==> config.mk <==
export PLATFORM = sky130hd
export DESIGN_NAME = reg_file_2r1w
export DESIGN_NICKNAME = d
export VERILOG_FILES = /design/src/rtl/reg_file_2r1w.sv
export SDC_FILE = /design/constraint.sdc
export NUM_CORES = 2
export LEC_CHECK = 0
export CAP_MARGIN = 15
export CORE_MARGIN = 4
export CORE_UTILIZATION = 55
export DETAILED_ROUTE_END_ITERATION = 12
export PLACE_DENSITY = 0.83
export RECOVER_POWER = 25
export SETUP_SLACK_MARGIN = 0.4
export SYNTH_ARGS = -nofsm -noshare
export SYNTH_HDL_FRONTEND = slang
export SYNTH_SLANG_ARGS = --single-unit
export TNS_END_PERCENT = 50
==> constraint.sdc <==
create_clock -name clk -period 5.5 [get_ports clk]
set_clock_uncertainty 0.1 [all_clocks]
set_input_delay 0.55 -clock clk [delete_from_list [all_inputs] [get_ports clk]]
set_output_delay 0.55 -clock clk [all_outputs]
set_load 0.1 [all_outputs]
==> src/rtl/reg_file_2r1w.sv <==
// reg_file_2r1w: miniRISC register file, 2**ADDR_WIDTH x DATA_WIDTH.
// Two combinational read ports (rs, rt), one synchronous write port.
// Register 0 is hardwired to zero; register SP_INDEX resets to SP_RESET.
// wr_count counts committed writes since reset and saturates at all-ones.
// Optional: define REGFILE_WRITE_BYPASS_EN for same-cycle write-through
// forwarding to the read ports.
module reg_file_2r1w #(
  parameter int unsigned              DATA_WIDTH = 32,
  parameter int unsigned              ADDR_WIDTH = 5,
  parameter int unsigned              SP_INDEX   = 29,
  parameter logic [DATA_WIDTH-1:0]    SP_RESET   = 32'h0000_03FC
) (
  input  logic                  clk,
  input  logic                  rst,
  input  logic [ADDR_WIDTH-1:0] rs_addr,
  input  logic [ADDR_WIDTH-1:0] rt_addr,
  output logic [DATA_WIDTH-1:0] rs_data,
  output logic [DATA_WIDTH-1:0] rt_data,
  input  logic                  wr_en,
  input  logic [ADDR_WIDTH-1:0] wr_addr,
  input  logic [DATA_WIDTH-1:0] wr_data,
  output logic [15:0]           wr_count
);

  localparam int unsigned NREGS = 2 ** ADDR_WIDTH;

  logic [DATA_WIDTH-1:0] regs [NREGS];
  logic                  commit;

  // A write commits only outside reset and never to register 0.
  assign commit = wr_en && (wr_addr != '0) && !rst;

  // Storage array: reset image, then committed writes.
  always_ff @(posedge clk) begin
    if (rst) begin
      for (int unsigned i = 0; i < NREGS; i++) begin
        regs[i[ADDR_WIDTH-1:0]] <= (i == SP_INDEX) ? SP_RESET : '0;
      end
    end else if (commit) begin
      regs[wr_addr] <= wr_data;
    end
  end

  // Saturating count of committed writes.
  always_ff @(posedge clk) begin
    if (rst) begin
      wr_count <= '0;
    end else if (commit && (wr_count != '1)) begin
      wr_count <= wr_count + 16'd1;
    end
  end

  // Combinational read ports; index 0 always reads zero.
  always_comb begin
    rs_data = (rs_addr == '0) ? '0 : regs[rs_addr];
    rt_data = (rt_addr == '0) ? '0 : regs[rt_addr];
`ifdef REGFILE_WRITE_BYPASS_EN
    // commit already excludes rst and index 0, so it gates forwarding exactly.
    if (commit && (rs_addr == wr_addr)) rs_data = wr_data;
    if (commit && (rt_addr == wr_addr)) rt_data = wr_data;
`endif
  end

endmodule

==> impl_results.md <==
- Run status: complete, but fails checks
- Failing checks: capacitance limit, slew limit
- Post-route ant nets: 0
- # Post-CTS Setup Buffers: 0
- DRT met1 WL: between 50 and 60 mm
- Detailed Route Iter0 Violations: a little over 6000
- CP bufs+invs: 3
- Synth Area in Adders: less than 1%
- Via-to-Cell Ratio: about 7
- Synthesized area: 55460 µm²
- Routed len/inst: 33.83 µm
- H-Tree Depth: 3
- Starting Density: between 50% and 60%
- Number of synthesized register bits: 1040
- Avg Inst Size Synth: approximately 15 µm²
- Share of cells above drive strength 1: 28.34%
- Fin. Hold Viols: 0
- Worst setup path end: regs[1][4]
- R2r startpoint: wr_count[0]
- Simple-gate share of the synthesized area: roughly 13%
- RSZ-0062 raised after global routing: no
- CTS Buffer Depth: 3
- Xor/xnor share of the synthesized area: less than 1%
- Largest family of logic cells by synthesized area: multiplexers
- Routability Congestion: 0.9073
- CP max stage cell: clkbuf_1
- Main synth FF type: edfxtp_1
- Vias in the first global route: about 36000
- CTS tree: done
- Fill cells: 6983
- Post-synthesis mux area share: between 20% and 30%
- Reg clk slew, reported paths: roughly 0.06 ns
- Setup TNS Final: 0 ns
- Top delay family on crit path: buffers and inverters
- Worst-path maximum fanout: 32
- Initial antenna violation count: 5
- NumNets Final: 3700
- Die Span Y: roughly 330 µm
- Max-cap violations: 23
- Synth Area in Compound Gates: 3.280%
- I/O Pins: 130
- Finished Core Util: between 60% and 70%
- Grt total ovfl: 0
- Top area cells in the synthesized netlist: edfxtp_1 (55%), mux4_2 (21%), and2_1 (11%)
- Yosys warnings: 0
- R2R setup slack: about 3.1 ns
- DRC Markers: 0
- Worst Hold Launch: rst
- Cts bufs inserted: 103
- Met3 wire len: approximately 25 mm
- Pins Over Slew Limit: a little under 700
- Final setup violation count: 0
- Largest net degree at the start of global routing: 81
- TritonRoute pass-1 iters: 6
- Pwr dens: ~320 nW/µm²
- Routed met2 length: 79.12 mm
- Final Cycle Share: around 83%
- Worst Hold Path Cells: 2
- Crit. Startpoint: wr_en
- Total GRT Usage: 32.02%
- Seq. cell area: just over 30000 µm²
- Yosys cell types: 52
- Leakage: a little over 20 nW
- CP Launch Type: primary input
- Area of the die: ~110000 µm²
- Hold Crit Class: primary input to flip-flop
- Top Metal Used: met5
- Slew HR: -97.18%
- Multi-input combinational cell area: ~23000 µm²
- Sequential-to-total area share from yosys stat: 56.02%
- Post-synth EDFFs: roughly 1000
- Crit Path Class: primary input to flip-flop
- CP arrival: just under 5 ns
- Resized Gates After CTS: 0
- Area grow syn2layout: 11.38%
- Synth top area share: between 50% and 60%
- # hold bufs at CTS: 0
- Slew @ Worst Pin: roughly 3.0 ns
- Final min period: around 4.5 ns
- Area leader, netlist: edfxtp_1
- Peak supply drop: 244.7 µV
- Post-synth ARST share: 0%
- Most common cell in the netlist: edfxtp_1
- Post-Syn Instances: roughly 3600
- Clock root buffer: clkbuf_16
- Clock sink total: ~1000
- Vias: approximately 36000
- Die width: between 300 and 400 µm
- FF-to-FF path depth: 6
- Crit path depth: 7
- Placeable Area: ~100000 µm²
- CP dominant cell by count: clkbuf_1
- First-pass GRT wire length: around 250 mm
- Final wirelength: between 150 and 200 mm
- Most common library cells after synthesis: edfxtp_1 (1024), and2_1 (987), mux4_2 (510)
- Post-DP HPWL: 101.7 mm
- Critical Path RT: around 5.8 ns
- RR Endpoint: wr_count[3]
- Max stage delay on crit path: between 1.5 and 2 ns
- Setup crit end kind: flip-flop
- # rows: 116
- Skew-Pair Late Insertion Delay: 0.68 ns
- Port bufs: about 130
- Worst-path cell chain: dlygate4sd3_1, nor2b_1, nand3b_1, clkbuf_1, nor2_2, clkbuf_1, and2_0
- Fmax: 219.8 MHz
[placed cells by master (no fill, tap or decap), types with 37 or more instances in the layout]
cell type and n:
and2_1 761, a22oi_1 49, clkbuf_1 37, a21oi_1 81
o21ai_0 56, mux2i_1 82, edfxtp_1 1024, clkdlybuf4s50_1 52
clkbuf_16 108, and2_0 226, nand2_1 62, mux4_2 510
buf_4 179, a31oi_1 50, mux2_2 113
[routing by layer]
| metal | global-route usage (%) | vias up |
|---|---|---|
| li1 | - | 13940 |
| met2 | 49.60 | 3183 |
| met4 | 17.34 | 2 |
| met5 | 0 | - |
| met1 | 41.09 | 18060 |
| met3 | 9.517 | 649 |
[flip-flops by register name (all words and copies together) (netlist names)]
register / cells
regs: 1024
wr_count: 16
[area by class of cell]
class | count | area share, %
diodes | 6 | 0.02431
clock buffers | 121 | 4.351
clock inverters | 72 | 1.264
inverters | 5 | 0.03241
multi-input cells | 2213 | 37.27
flip-flops and latches | 1040 | 50.30
well taps | 1298 | 2.629
repair buffers | 286 | 4.138
[worst min path at each step]
stage | endpoint | slack, ns
floorplan | regs[29][2] | 0.63
finish | wr_count[7] | 0.27
global route | wr_count[7] | 0.27
detailed placement | wr_count[9] | 0.38
global placement | wr_count[9] | 0.37
CTS | wr_count[6] | 0.09
[power breakdown]
group | internal, mW | switching [mW]
sequential | 9.14 | 0.233
clock | 4.21 | 3.14
combinational | 1.06 | 1.90
[logic make-up (layout without fill, tap and decap cells)]
| family | count (synthesis) | in the layout |
|---|---|---|
| AOI/OAI and AO/OA | 307 | 307 |
| other | 1 | 38 |
| and+or+nand+nor | 1162 | 1162 |
| DFF | 1040 | 1040 |
| xor gates and xnor gates | 4 | 4 |
| buffers and inverters | 396 | 484 |
| adders and majority gates | 1 | 1 |
| muxes | 707 | 707 |
[metrics by stage]
step	std cells	instance area, µm²	setup slack, ns	hold slack [ns]	power (mW)
6_report	5041	61770	0.9507	0.2651	19.68
2_1_floorplan	3649	55580	1.291	0.6295	11.44
4_1_cts	5026	61660	1.160	0.09104	19.57
3_3_place_gp	4832	58180	1.022	0.3705	12.31
5_1_grt	5035	61760	0.9459	0.2720	20.12
3_5_place_dp	4833	58200	1.161	0.3763	12.38
(Power assumes the default switching activity.)
